==> src/rtl/i2s_pkg.sv <==
// Shared constants and elaboration helpers for the parametrised I2S/TDM transmitter.
package i2s_pkg;

    localparam logic MODE_I2S = 1'b0;
    localparam logic MODE_LJ  = 1'b1;

    // NCO step: two bck toggles per bit clock, SLOT_W bits per channel, CH channels per frame.
    function automatic logic [31:0] nco_inc(input int unsigned rate, input int unsigned ch,
                                            input int unsigned slot);
        longint unsigned prod;
        prod = 64'(rate) * 64'(ch) * 64'(slot) * 64'd2;
        return prod[31:0];
    endfunction

    function automatic bit params_ok(input int dw, input int sw, input int ch);
        return (dw >= 1) && (dw <= 32) && (sw >= dw) && (sw <= 32) &&
               (ch >= 2) && (ch <= 8) && ((ch % 2) == 0);
    endfunction

endpackage

==> src/rtl/i2s_tdm_tx_nco.sv <==
// Fractional NCO: derives the bit clock from clk and flags a bck rate clk cannot support.
module i2s_tdm_tx_nco #(
    parameter logic [31:0] INC = 32'd6_144_000
) (
    input  logic        clk,
    input  logic        rst_n,
    input  logic        enable,
    input  logic [31:0] clk_rate,
    output logic        bck,
    output logic        fall,
    output logic        cfg_err
);

    logic [32:0] acc;
    logic [32:0] sum;
    logic        over;
    logic        wrap;

    always_comb begin
        sum  = acc + {1'b0, INC};
        over = (INC >= clk_rate);
        wrap = over || (sum >= {1'b0, clk_rate});
    end

    assign fall = enable && wrap && bck;

    // When the rate is unreachable the accumulator is parked so it cannot overflow.
    always_ff @(posedge clk or negedge rst_n) begin
        if (!rst_n) begin
            acc     <= '0;
            bck     <= 1'b0;
            cfg_err <= 1'b0;
        end else begin
            cfg_err <= over;
            if (!enable) begin
                acc <= '0;
                bck <= 1'b0;
            end else if (over) begin
                acc <= '0;
                bck <= ~bck;
            end else if (wrap) begin
                acc <= sum - {1'b0, clk_rate};
                bck <= ~bck;
            end else begin
                acc <= sum;
            end
        end
    end

endmodule

==> src/rtl/i2s_tdm_tx.sv <==
// I2S / left-justified / TDM serial audio transmitter with a double-buffered frame input.
module i2s_tdm_tx
    import i2s_pkg::*;
#(
    parameter int DATA_W      = 16,
    parameter int SLOT_W      = 32,
    parameter int CHANNELS    = 2,
    parameter int SAMPLE_RATE = 48000
) (
    input  logic                       clk,
    input  logic                       reset_n,
    input  logic [31:0]                clk_rate,
    input  logic                       enable,
    input  logic                       mode,
    input  logic [CHANNELS*DATA_W-1:0] sample_data,
    input  logic                       sample_valid,
    output logic                       sample_ready,
    output logic                       bck,
    output logic                       ws,
    output logic                       sdata,
    output logic                       underrun,
    output logic                       cfg_err
);

    localparam int          F   = CHANNELS * SLOT_W;
    localparam int          BW  = $clog2(F);
    localparam int          FW  = CHANNELS * DATA_W;
    localparam logic [31:0] INC = nco_inc(SAMPLE_RATE, CHANNELS, SLOT_W);

    if (!params_ok(DATA_W, SLOT_W, CHANNELS)) begin : g_param_check
        $error("i2s_tdm_tx: DATA_W/SLOT_W/CHANNELS out of range");
    end

    logic [1:0]    rst_sync;
    logic          rst_n;
    logic          bck_fall;
    logic [BW-1:0] b;
    logic [BW-1:0] b_next;
    logic [BW-1:0] p_next;
    logic [FW-1:0] hold;
    logic [FW-1:0] shadow;
    logic [FW-1:0] src;
    logic [FW-1:0] shifted;
    logic          hold_full;
    logic          mode_r;
    logic          load;
    logic          ws_next;
    logic          sbit;
    int            slot;
    int            bitk;

    // Assertion is immediate; release is retimed to clk.
    always_ff @(posedge clk or negedge reset_n) begin
        if (!reset_n) rst_sync <= 2'b00;
        else          rst_sync <= {rst_sync[0], 1'b1};
    end
    assign rst_n = rst_sync[1];

    i2s_tdm_tx_nco #(.INC(INC)) u_nco (
        .clk      (clk),
        .rst_n    (rst_n),
        .enable   (enable),
        .clk_rate (clk_rate),
        .bck      (bck),
        .fall     (bck_fall),
        .cfg_err  (cfg_err)
    );

    assign sample_ready = !hold_full;

    always_comb begin
        b_next = (b == BW'(F - 1)) ? '0 : b + 1'b1;
        if (mode_r == MODE_LJ) p_next = b_next;
        else                   p_next = (b_next == '0) ? BW'(F - 1) : b_next - 1'b1;
        load    = bck_fall && (p_next == '0);
        // The bit that opens a frame already comes from the freshly loaded samples.
        src     = (load && hold_full) ? hold : shadow;
        slot    = int'(p_next) / SLOT_W;
        bitk    = int'(p_next) % SLOT_W;
        shifted = src >> (slot * DATA_W + DATA_W - 1 - bitk);
        sbit    = (bitk < DATA_W) ? shifted[0] : 1'b0;
        if (CHANNELS == 2)          ws_next = (b_next >= BW'(SLOT_W));
        else if (mode_r == MODE_LJ) ws_next = (b_next == '0);
        else                        ws_next = (b_next == BW'(F - 1));
    end

    always_ff @(posedge clk or negedge rst_n) begin
        if (!rst_n) begin
            b         <= '0;
            ws        <= 1'b0;
            sdata     <= 1'b0;
            underrun  <= 1'b0;
            hold      <= '0;
            hold_full <= 1'b0;
            shadow    <= '0;
            mode_r    <= MODE_I2S;
        end else begin
            underrun <= 1'b0;
            if (!enable) mode_r <= mode;
            if (sample_valid && !hold_full) begin
                hold      <= sample_data;
                hold_full <= 1'b1;
            end
            if (!enable) begin
                b     <= '0;
                ws    <= 1'b0;
                sdata <= 1'b0;
            end else if (bck_fall) begin
                b     <= b_next;
                ws    <= ws_next;
                sdata <= sbit;
                if (load) begin
                    if (hold_full) begin
                        shadow    <= hold;
                        hold_full <= 1'b0;
                    end else begin
                        underrun  <= 1'b1;
                    end
                end
            end
        end
    end

endmodule

==> config.mk <==
export PLATFORM = sky130hd
export DESIGN_NAME = i2s_tdm_tx
export DESIGN_NICKNAME = d
export VERILOG_FILES = /design/src/rtl/i2s_pkg.sv /design/src/rtl/i2s_tdm_tx_nco.sv /design/src/rtl/i2s_tdm_tx.sv
export SDC_FILE = /design/constraint.sdc
export NUM_CORES = 1
export LEC_CHECK = 0
export CORE_MARGIN = 2
export CORE_UTILIZATION = 47
export DETAILED_ROUTE_END_ITERATION = 10
export PLACE_DENSITY_LB_ADDON = 0.12
export SLEW_MARGIN = 25
export SYNTH_ARGS = -nofsm -noshare
export SYNTH_HDL_FRONTEND = slang
export SYNTH_SLANG_ARGS = --single-unit
==> constraint.sdc <==
create_clock -name clk -period 8.4 [get_ports clk]
set_input_delay 1.68 -clock clk [delete_from_list [all_inputs] [get_ports clk]]
set_output_delay 1.68 -clock clk [all_outputs]
set_load 0.02 [all_outputs]
Word level (Yosys, flattened, before mapping)
Cells that the tools add are included.
- bits in registers: 112
- bits of input ports: 69
- output and inout port bits: 6
- word-level logic and storage cells: 64
- $add $sub $neg: 7
- $lt $le $gt $ge: 4
- equal/unequal tests: 3
- shift operators: 1
- mux-type cells: 26
- bitwise logic cells: 1
- reduce and logical (&&, ||, !) cells: 10
- operators with widths (kind ; number):
    33-bit two-way mux ; 3
    33-bit by 23-bit adder with 33-bit output, second input constant ; 1
    33-bit by 32-bit greater-or-equal comparator with 1-bit output ; 1
    33-bit by 32-bit subtractor with 33-bit output ; 1
    23-bit by 32-bit greater-or-equal comparator with 1-bit output, first input constant ; 1
    32-bit two-way mux ; 1
    32-bit by 32-bit right shift with 1-bit output ; 1
    6-bit two-way mux ; 5
    1-bit two-way mux ; 17
    6-bit zero test ; 2
    7-bit by 6-bit subtractor with 8-bit output ; 1
    6-bit by 1-bit subtractor with 7-bit output, second input constant ; 1
    5-bit by 5-bit adder with 6-bit output, second input constant ; 1
    6-bit by 1-bit adder with 6-bit output, second input constant ; 1
    6-bit equality test, second input constant ; 1
    6-bit greater-or-equal comparator, second input constant ; 1
    6-bit by 1-bit subtractor with 6-bit output, second input constant ; 1
    1-bit logical AND ; 5
    5-bit less-than comparator, second input constant ; 1
    4-bit AND reduction ; 1
    3-bit by 1-bit != test with 1-bit output, second input constant ; 1
    2-bit by 1-bit != test with 1-bit output, second input constant ; 1
    1-bit zero test ; 1
    1-bit logical OR ; 1
    1-bit inverter ; 1

Depth between registers and ports, before layout
Gate-level depths: netlist of the first run.
- depth in word-level cells: 13
- mapped depth: 19
- depth with buffers taken out: 18

Cells and area by module
Synthesis of the first run repeated with hierarchy kept, for this count alone.
- cell total of the unflattened synthesis: 836
- area total of the unflattened synthesis: 7831.3 um^2
- modules (own cells, without submodules) (module ; instances ; cells an instance ; area an instance (um^2) ; seq. area each (um^2)):
    i2s_tdm_tx ; 1 ; 364 ; 4077.7 ; 1926.8
    i2s_tdm_tx_nco ; 1 ; 472 ; 3753.6 ; 875.8

Worst setup path after synthesis of the first run
Ideal clock, no wire load.
- path kind: input port to flip-flop
- start point: input clk_rate[14]
- end point: register sdata
- library setup time: 129 ps
- arrival: 4190 ps
- data required time: 8271 ps
- setup slack: 4082 ps
- stages: 13
- buffers on the path: 1
- cell sequence: inv_1 ha_1 nand4_1 nor3_2 o311ai_0 and3_1 a31o_2 a21oi_4 buf_6 mux2i_1 a21oi_1 o22a_1 a2111o_1
- word-level cells in the longest chain between the ends: 11
- elaborated cells on any way between the ends: 13
- classes of those cells: order compare: 2; eq/ne: 1; shift: 1; mux: 4; reduce/logical: 5
- ends and longest elaborated chain (element ; line ; source):
    start: declaration ; i2s_tdm_tx.sv:12 ; input logic [31:0] clk_rate,
    33-bit by 32-bit greater-or-equal comparator with 1-bit output / 23-bit by 32-bit greater-or-equal comparator with 1-bit output (equally long branches) ; i2s_tdm_tx_nco.sv:22, i2s_tdm_tx_nco.sv:21 ;
    1-bit logical OR * ; i2s_tdm_tx_nco.sv:22 ; wrap = over || (sum >= {1'b0, clk_rate});
    1-bit logical AND * (2 in series) ; i2s_tdm_tx_nco.sv:25 ; assign fall = enable && wrap && bck;
    1-bit logical AND ; i2s_tdm_tx.sv:75 ; load = bck_fall && (p_next == '0);
    1-bit logical AND ; i2s_tdm_tx.sv:77 ; src = (load && hold_full) ? hold : shadow;
    32-bit two-way mux ; i2s_tdm_tx.sv:77 ;
    32-bit by 32-bit right shift with 1-bit output ; i2s_tdm_tx.sv:80 ; shifted = src >> (slot * DATA_W + DATA_W - 1 - bitk);
    1-bit two-way mux ; i2s_tdm_tx.sv:81 ; sbit = (bitk < DATA_W) ? shifted[0] : 1'b0;
    1-bit two-way mux ; i2s_tdm_tx.sv:108 ; end else if (bck_fall) begin
    1-bit two-way mux ; i2s_tdm_tx.sv:104 ; if (!enable) begin
    end signal: assignment ; i2s_tdm_tx.sv:111 ; sdata <= sbit;
    end: declaration ; i2s_tdm_tx.sv:20 ; output logic sdata,
Every way passes the cells marked *; elsewhere a longest branch is shown, timed or not. The select of a mux whose other input is x is not followed.
A chain may end at the register's enable or synchronous reset.

Worst setup path in the final report of the first run
- start point: input clk_rate[14]
- end point: register hold_full
- word-level cells in the longest chain between the ends: 8
- elaborated cells on any way between the ends: 9
- classes of those cells: order compare: 2; mux: 3; reduce/logical: 4
- ends and longest elaborated chain (element ; line ; source):
    33-bit by 32-bit greater-or-equal comparator with 1-bit output / 23-bit by 32-bit greater-or-equal comparator with 1-bit output (equally long branches) ; i2s_tdm_tx_nco.sv:22, i2s_tdm_tx_nco.sv:21 ;
    1-bit logical OR * ; i2s_tdm_tx_nco.sv:22 ;
    1-bit logical AND * (2 in series) ; i2s_tdm_tx_nco.sv:25 ;
    1-bit logical AND ; i2s_tdm_tx.sv:75 ;
    1-bit two-way mux ; i2s_tdm_tx.sv:112 ; if (load) begin
    1-bit two-way mux * ; i2s_tdm_tx.sv:108 ;
    1-bit two-way mux * ; i2s_tdm_tx.sv:104 ;
    end signal: assignment ; i2s_tdm_tx.sv:94 ; hold_full <= 1'b0;
    end signal: assignment ; i2s_tdm_tx.sv:102 ; hold_full <= 1'b1;
    end signal: assignment ; i2s_tdm_tx.sv:115 ; hold_full <= 1'b0;
    end: declaration ; i2s_tdm_tx.sv:44 ; logic hold_full;
Every way passes the cells marked *; elsewhere a longest branch is shown, timed or not.

==> results of run 1 <==
-- cell type report --
cell class                      count  area, sq um  share of cell area (%)
Inverter                           54          203                    2.40
Multi-Input combinational cell    543         4080                    48.4
Tap cell                          188          235                    2.79
Timing Repair Buffer               80          790                    9.36
Clock inverter                      6         83.8                   0.993
Sequential cell                   112         2810                    33.3
Clock buffer                       10          239                    2.83
-- sequential cells by signal (all words and copies together), names as in the netlist, 2 cells and up --
signal     count
shadow        32
hold          32
b              6
rst_sync       2
u_nco.acc     33
-- worst register-to-register path: cells and delay by family, from the launching register on --
family          cells  cell delay (ns)
buf+inv             1             0.38
compound gates      7             1.63
flops               1             0.40
fa+ha+maj           1             0.33
xor+xnor            1             0.16
simple gates        9             2.13
-- routing by layer --
layer / global-route usage [%] / wire, microns
met2: 36.7 / 8230
met4: 8.14 / 278
met5: 0 / 0
met3: 2.38 / 481
met1: 26.2 / 7330
-- per-stage QoR --
stage,std cells,hold slack [ns],cell area (sq um)
6_report,993,0.263,8440
3_3_place_gp,977,0.270,8110
5_1_grt,993,0.311,8440
4_1_cts,993,0.284,8430
3_5_place_dp,977,0.276,8110
2_1_floorplan,738,0.331,7220
-- cells in the mapped netlist (all sizes together) (4+ instances only) --
| cell type | count |
|---|---|
| a211oi | 10 |
| a21boi | 5 |
| a21o | 15 |
| a21oi | 53 |
| and2 | 7 |
| and3 | 9 |
| buf | 16 |
| clkbuf | 13 |
| dfrtp | 112 |
| ha | 37 |
| inv | 54 |
| mux2 | 67 |
| mux2i | 29 |
| nand2 | 60 |
| nand2b | 5 |
| nand3 | 21 |
| nand4 | 12 |
| nor2 | 50 |
| nor2b | 5 |
| nor3 | 15 |
| nor4 | 8 |
| o211ai | 4 |
| o21a | 5 |
| o21ai | 20 |
| o21bai | 4 |
| o22ai | 4 |
| or3 | 9 |
| xnor2 | 29 |
| xor2 | 16 |
-- worst max-delay path by stage --
stage               depth (start not counted)                   to  slack, ns
floorplan                                  13    sdata$_DFFE_PN0P_       4.08
global placement                           14  hold_full$_DFF_PN0_       2.84
detailed placement                         14  hold_full$_DFF_PN0_       2.72
CTS                                        14  hold_full$_DFF_PN0_       3.09
global route                               14  hold_full$_DFF_PN0_       2.74
finish                                     14  hold_full$_DFF_PN0_       3.08
-- layout by cell type, fill, tap and decap left out, drive strengths merged, types with 21 or more instances in the layout --
cell	synthesis	layout
a21oi	53	53
clkdlybuf4s50	0	74
dfrtp	112	112
ha	37	37
inv	54	57
mux2	67	67
mux2i	29	29
nand2	60	60
nand3	21	21
nor2	50	50
xnor2	29	29
-- kinds of logic (layout without fill, tap and decap cells) --
family	count (synthesis)	in the layout	synth area share [%]
simple gates	212	212	14.9
mux	97	97	14.8
fa+ha+maj	38	38	6.69
flops	112	112	38.8
xor+xnor	45	45	5.56
buf+inv	83	150	4.83
other cells	1	1	0.0519
compound gates	150	150	14.4
-- power by group --
part / internal [mW] / switching, mW
combinational: 0.717 / 0.805
sequential: 0.772 / 0.159
clock: 0.247 / 0.218
total: 1.74 / 1.18
==> metrics.cfg, run 1 <==
[outcome]
status=completed

[finish]
drive_above_1_share_pct=14.5
final_nets=907
n_fill_cell=1375
antennaDiodeCount=0
area_growth_pct=16.8
fin_util_pct=55.9

[worst_setup_path]
r2r-end=sdata$_DFFE_PN0P_
cp.arrival_ns=5.58
max_stage_delay_ns=0.45
r2r_cells=19
startpoint=clk_rate[14]
start_kind=input pin
crit_fanout=17
worst-path-buf-inv=3
endpoint_kind=register
crit_chain=clkdlybuf4s50_1 -> inv_1 -> ha_1 -> nand4_1 -> nor3_2 -> o311ai_0 -> and3_1 -> a31o_2 -> nand2_1 -> buf_4 -> and2_1 -> nand2_1 -> or3_1 -> a21o_1
crit_type=in2reg
crit_family=simple AND/OR/NAND/NOR gates
reg2reg_slack_ns=3.26
crit_top_cell=nand2_1
required_ns=8.66
rr_startpoint=u_nco.acc[14]$_DFF_PN0_
critPathSlowestCell=clkdlybuf4s50_1

[yosys]
synthArstFlopShare_pct=100
synth_top_area_share_pct=38.8
syn_nets=845
ys_seq_area_share_pct=38.8
synth.yosys.warnings=0
synth.distinct_cells=73
yosys-top-cells-area=dfrtp_1, mux2_2, ha_1, mux2i_1, xnor2_1
ys.flop_type=dfrtp_1
synthCells=738
synth-edff-count=0
synth_top_area_cell=dfrtp_1
ys_ff_latch=112
syn-mean-instance-area_sq_um=9.79
synth_area_sq_um=7220

[floorplanning]
die_width_microns=128
fp-row-count=45
start_util_pct=47.9
dieHeight_microns=128
coreArea_sq_um=15100
die-area_sq_um=16400
io_pins=75

[clock_network]
cts-resized-gates=0
postCtsSetupBuffers=0
numCtsBuffers=9
postCtsHoldBufs=0
clock_path_buffers=2
cts_sinks=112
clk_pin_slew_ns=0.08
clk_latency_ns=0.36
clock-root-buffer=clkbuf_16
cts_max_level=3
cts_tree=yes

[drt]
drc=0
wl_per_cell_microns=16.4
ant_nets=0
drt_pass1_iterations=5
totalWireLength_microns=16300
via_per_inst=5.68
via_count=5643
drt_first_iter_violations=360

[power_and_ir_drop]
power_leakage_nw=3.83
powerDensity_nw_per_um2=346
max-vdd-ir-drop_v=0.000138
fin_total_pwr_mw=2.92

[sta]
worst_slack_ns=3.08
finalCritPeriodShare_pct=63.3
slew_violations=0
final-hold-violation-count=0
fin_crit_ns=5.32
fin_worst_skew_ns=0.00935
tns_ns=0
rsz0062_at_grt=false
finalSetupViolCount=0
worstMarginPinSlew_ns=0.769
fmax_mhz=188
slew_headroom_pct=48.8

[placement]
post-place-ws_ns=2.72
dp_hpwl_microns=12100
port_buffers=74
gp_congestion=0.903

[global_routing]
grt.overflow.total=0
grt_pass1_vias=5727
grt_max_degree=83
antenna_found_initial=0
grt_usage_pct=20.8
grt_pass1_wl_microns=27400

[min_path]
worstHoldPathType=reg2async

[run]
max_cap_violations=0

Power figures use the tool's default switching activity.
==> run 2, diff against run 1 <==
- clock period: 8.4 -> 5.5 ns (I/O delays scaled with it)
==> run 2 against run 1 <==
Die area unchanged; power grew 50%; wire length fell by 2.0%; via count is 1.6% lower; worst setup slack worse by 2.3 ns; first-iteration DRC count is 13% lower; global-route usage shrank 0.26 points; clock skew up 0.0012 ns; hold slack better by 0.092 ns; largest cell class unchanged; highest routed layer unchanged.
==> metrics.cfg, run 2 (synthesis results as in run 1) <==
[worst_setup_path]
crit_type=reg2reg
required_ns=5.75  ; -2.91 ns
rr_startpoint=u_nco.acc[14]$_DFF_PN0_
crit_fanout=28  ; +11
r2r-end=sdata$_DFFE_PN0P_
startpoint=u_nco.acc[14]$_DFF_PN0_
reg2reg_slack_ns=0.83  ; -2.43 ns
r2r_cells=19  ; unchanged
endpoint_kind=register
cp.arrival_ns=4.92  ; -0.66 ns
start_kind=register

[sta]
finalSetupViolCount=0  ; unchanged
final-hold-violation-count=0  ; unchanged
tns_ns=0  ; unchanged
slew_violations=0  ; unchanged
worstMarginPinSlew_ns=0.880  ; +0.111 ns
finalCritPeriodShare_pct=85.0
fmax_mhz=214
fin_crit_ns=4.67
rsz0062_at_grt=false
slew_headroom_pct=41.4  ; -7.4 points
fin_worst_skew_ns=0.0105  ; +0.00117 ns

[clock_network]
clk_pin_slew_ns=0.08  ; about the same
postCtsSetupBuffers=0  ; unchanged
postCtsHoldBufs=0  ; unchanged
cts_sinks=112  ; unchanged
clk_latency_ns=0.36  ; about the same
numCtsBuffers=9  ; unchanged
clock_path_buffers=2  ; unchanged
cts-resized-gates=0  ; unchanged
clock-root-buffer=clkbuf_16
cts_max_level=3  ; unchanged
cts_tree=yes

[floorplanning]
dieHeight_microns=128  ; unchanged
io_pins=75  ; unchanged
die_width_microns=128  ; unchanged
coreArea_sq_um=15100  ; unchanged
fp-row-count=45  ; unchanged
die-area_sq_um=16400  ; unchanged
start_util_pct=47.9  ; unchanged

[power_and_ir_drop]
switching_share_pct=40.6  ; +0.069 points
internal_power_mw=2.60  ; +50%
max-vdd-ir-drop_v=0.000262  ; +90%
fin_total_pwr_mw=4.38  ; +50%
pwr-share-seq_pct=32.6  ; +0.7 points
combPwrFrac_pct=52.6  ; +0.4 points
powerDensity_nw_per_um2=520  ; +50%
power_leakage_nw=3.83  ; -0.16%
clock_power_share_pct=14.8  ; -1.1 points
p_switching_mw=1.78  ; +50%

[placement]
dp.cells=980  ; +0.31%
port_buffers=74  ; unchanged
place_area_sq_um=8130  ; +0.25%
gp_congestion=0.907  ; +0.35%
dp_hpwl_microns=12000  ; -0.91%

[drt]
drt_pass1_iterations=4  ; -1
via_per_inst=5.57  ; -1.9%
via_count=5550  ; -1.6%
totalWireLength_microns=16000  ; -2.0%
wl_per_cell_microns=16.1  ; -2.3%
ant_nets=0  ; unchanged
drc=0  ; unchanged
drt_first_iter_violations=315  ; -13%

[finish]
largestRegisters=u_nco.acc (33), hold (32), shadow (32)
stdcell_area_sq_um=8420  ; -0.19%
drive_above_1_share_pct=14.5  ; -0.054 points
finalNonFillerCells=996  ; +0.30%
final_nets=910  ; +0.33%
antennaDiodeCount=0  ; unchanged
top_register=u_nco.acc
area_growth_pct=16.6
final_cell_mix=dfrtp_1, clkdlybuf4s50_1, mux2_2
largest_reg_flops=33  ; unchanged
layout_commonest_cell=dfrtp_1

[global_routing]
grt_pass1_vias=5679  ; -0.84%
grt.overflow.total=0  ; unchanged
antenna_found_initial=0  ; unchanged
grt_max_degree=65  ; -22%
grt_usage_pct=20.5  ; -0.26 points
grt_pass1_wl_microns=27200  ; -0.76%

[min_path]
min_delay_worst_endpoint=rst_sync[1]$_DFF_PN0_
worstHoldPathType=reg2reg
min_from=rst_sync[0]$_DFF_PN0_
hold-path-cell-count=0

[outcome]
status=completed

[run]
max_cap_violations=0  ; unchanged

==> run 2: cell types whose count changed in the layout (fill, tap and decap cells not counted), sizes merged <==
cell | previous run | this run
inv | 57 | 56
clkinv | 2 | 3
clkinvlp | 0 | 1
buf | 6 | 9
bufinv | 1 | 0
==> run 2: through the flow <==
| step | hold WS, ns | utilization (%) | worst slack (ns) |
|---|---|---|---|
| after floorplan | 0.331 | - | 1.63 |
| after global placement | 0.336 | 53.9 | 0.785 |
| after detailed placement | 0.339 | 53.9 | 0.599 |
| after CTS | 0.358 | 55.8 | 0.816 |
| after global routing | 0.375 | 55.8 | 0.371 |
| final | 0.355 | 55.8 | 0.825 |
==> run 2: worst max path at each step <==
stage                        end  slack (ns)
2_1_floorplan  sdata$_DFFE_PN0P_        1.63
3_3_place_gp   sdata$_DFFE_PN0P_        0.79
3_5_place_dp   sdata$_DFFE_PN0P_        0.60
4_1_cts        sdata$_DFFE_PN0P_        0.82
5_1_grt        sdata$_DFFE_PN0P_        0.37
6_report       sdata$_DFFE_PN0P_        0.83
==> run 2: metal layers <==
metal	vias up	part of all wire [%]	global-route usage [%]
li1	2753	-	-
met1	2665	44	25.5
met2	111	50	36.4
met3	21	4.1	4.17
met4	0	1.8	5.56
met5	-	0	0
==> run 2: cell type report <==
type                            instances  area, sq um
Fill cell                            1360         6670
Multi-Input combinational cell        543         4080
Sequential cell                       112         2810
Timing Repair Buffer                   83          808
Tap cell                              188          235
Clock buffer                           10          229
Inverter                               54          203
Clock inverter                          6         63.8
==> run 2: power groups by stage <==
stage | registers [mW] | clock network, mW | logic (mW)
2_1_floorplan | 1.37 | 0 | 1.85
3_3_place_gp | 1.43 | 0 | 2.26
3_5_place_dp | 1.45 | 0 | 2.30
4_1_cts | 1.43 | 0.671 | 2.31
5_1_grt | 1.48 | 0.705 | 2.60
6_report | 1.43 | 0.647 | 2.30
==> run 2: critical path, stage by stage (launching register included) <==
cell	delay, ns
dfrtp_1	0.40
nor3_1	0.34
o21bai_1	0.18
nor3_1	0.26
nor2b_1	0.11
o21a_1	0.24
nand3_1	0.12
xnor2_1	0.15
ha_1	0.33
a21oi_1	0.33
nor2_1	0.07
a211oi_1	0.22
o21ai_0	0.21
nor4_4	0.28
a21oi_4	0.19
buf_4	0.29
nor4_1	0.27
a21oi_1	0.06
and3_1	0.18
a2111o_1	0.33
==> run 3, diff against run 2 <==
- clock period: 5.5 -> 4.43 ns (I/O delays scaled with it)
==> run 3 against run 2 <==
Fmax rose by 12%; critical path depth fell by 5; cell count grew 1.2%; sequential share of layout area is 0.74 points lower; power up 30%; critical path type unchanged; critical endpoint unchanged; largest cell class unchanged; largest power group unchanged.
==> metrics.cfg, run 3 (synthesis results as in run 1) <==
[outcome]
status=completed

[finish]
drive_above_1_share_pct=16.3  ; +1.9 points
top_register=u_nco.acc
final_nets=922  ; +1.3%
stdcell_area_sq_um=8610  ; +2.3%
largest_reg_flops=33  ; unchanged
final_cell_mix=dfrtp_1, clkdlybuf4s50_1, mux2_2
fin_util_pct=57.1  ; +1.3 points
largestRegisters=u_nco.acc (33), hold (32), shadow (32)
area_growth_pct=19.2
finalNonFillerCells=1008  ; +1.2%
layout_commonest_cell=dfrtp_1
antennaDiodeCount=0  ; unchanged

[placement]
post-place-ws_ns=0.0861  ; -0.513 ns
dp_hpwl_microns=12200  ; +1.6%
port_buffers=74  ; unchanged
dp.cells=990  ; +1.0%
place_area_sq_um=8220  ; +1.1%
gp_congestion=0.907  ; about the same

[floorplanning]
die-area_sq_um=16400  ; unchanged
start_util_pct=47.9  ; unchanged
io_pins=75  ; unchanged
die_width_microns=128  ; unchanged
fp-row-count=45  ; unchanged
coreArea_sq_um=15100  ; unchanged
dieHeight_microns=128  ; unchanged

[worst_setup_path]
cp.arrival_ns=4.43  ; -0.49 ns
start_kind=register
r2r_cells=14  ; -5
endpoint_kind=register
crit_type=reg2reg
required_ns=4.67  ; -1.08 ns
crit_fanout=8  ; -71%

[global_routing]
grt_pass1_vias=5755  ; +1.3%
grt_usage_pct=20.9  ; +0.33 points
antenna_found_initial=0  ; unchanged
grt.overflow.total=0  ; unchanged
grt_pass1_wl_microns=27300  ; +0.51%
grt_max_degree=82  ; +26%

[power_and_ir_drop]
max-vdd-ir-drop_v=0.000285  ; +8.9%
powerDensity_nw_per_um2=659  ; +27%
power_leakage_nw=3.93  ; +2.6%
fin_total_pwr_mw=5.67  ; +30%

[drt]
wl_per_cell_microns=16.2  ; +0.98%
via_count=5703  ; +2.8%
drc=0  ; unchanged
via_per_inst=5.66  ; +1.5%
totalWireLength_microns=16400  ; +2.2%
drt_first_iter_violations=345  ; +9.5%
ant_nets=0  ; unchanged
drt_pass1_iterations=5  ; +1

[clock_network]
cts_max_level=3  ; unchanged
cts_sinks=112  ; unchanged
clock_path_buffers=2  ; unchanged
clk_pin_slew_ns=0.07  ; about the same
clock-root-buffer=clkbuf_16
numCtsBuffers=9  ; unchanged
cts_tree=yes
clk_latency_ns=0.36  ; about the same
postCtsHoldBufs=0  ; unchanged

[min_path]
worstHoldPathType=reg2async

[sta]
finalCritPeriodShare_pct=94.5  ; +9.5 points
slew_headroom_pct=64.7  ; +23 points
fmax_mhz=239  ; +12%
slew_violations=0  ; unchanged
tns_ns=0  ; unchanged
holdWs_ns=0.251  ; -0.104 ns
worst_slack_ns=0.242  ; -0.584 ns
fin_crit_ns=4.19  ; -0.486 ns
final-hold-violation-count=0  ; unchanged
finalSetupViolCount=0  ; unchanged
fin_worst_skew_ns=0.00736  ; -0.00315 ns
worstMarginPinSlew_ns=0.526  ; -0.354 ns

[run]
max_cap_violations=0  ; unchanged

==> run 3: layer usage <==
layer	part of all wire, %	GRT usage (%)
met1	45	26.5
met2	50	36.8
met3	3.4	3.34
met4	1.9	6.27
met5	0	0
==> run 3: power breakdown <==
part,switching [mW],internal (mW)
Sequential,0.304,1.46
Clock,0.396,0.519
Combinational,1.56,1.43
==> run 3: worst max-delay path, stage by stage, from the launching register on <==
cell and delay, ns:
dfrtp_1 0.46, or4_4 0.57, o221ai_4 0.30, and2b_1 0.24, xor2_1 0.16, ha_2 0.41, nand4_1 0.15, nor2b_1 0.21
o31ai_1 0.10, a31o_2 0.25, a21oi_4 0.29, mux2i_1 0.28, o2111ai_1 0.12, and3_1 0.18, a2111o_1 0.33
==> run 3: what timing repair did <==
item / 4_1_cts / 5_1_grt
resized for setup: 0 / 7
endpoints found under the setup margin: 0 / 33
setup buffers: 0 / 1
==> run 3: worst paths after layout <==
path | startpoint | to | slack (ns)
worst max-delay path | u_nco.acc[22]$_DFF_PN0_ | sdata$_DFFE_PN0P_ | 0.24
worst min-delay path | rst_sync[1]$_DFF_PN0_ | hold[22]$_DFFE_PN0P_ | 0.25
worst max register to register | u_nco.acc[22]$_DFF_PN0_ | sdata$_DFFE_PN0P_ | 0.24
worst min register to register | rst_sync[1]$_DFF_PN0_ | hold[22]$_DFFE_PN0P_ | 0.25
max in group asynchronous | rst_sync[1]$_DFF_PN0_ | shadow[26]$_DFFE_PN0P_ | 3.10
min in group clk | rst_sync[0]$_DFF_PN0_ | rst_sync[1]$_DFF_PN0_ | 0.36
==> run 3: area by class of cell <==
type | count | area [sq um]
Clock buffer | 11 | 243
Clock inverter | 5 | 88.8
Fill cell | 1356 | 6480
Inverter | 54 | 203
Multi-Input combinational cell | 543 | 4110
Sequential cell | 112 | 2810
Tap cell | 188 | 235
Timing Repair Buffer | 95 | 931
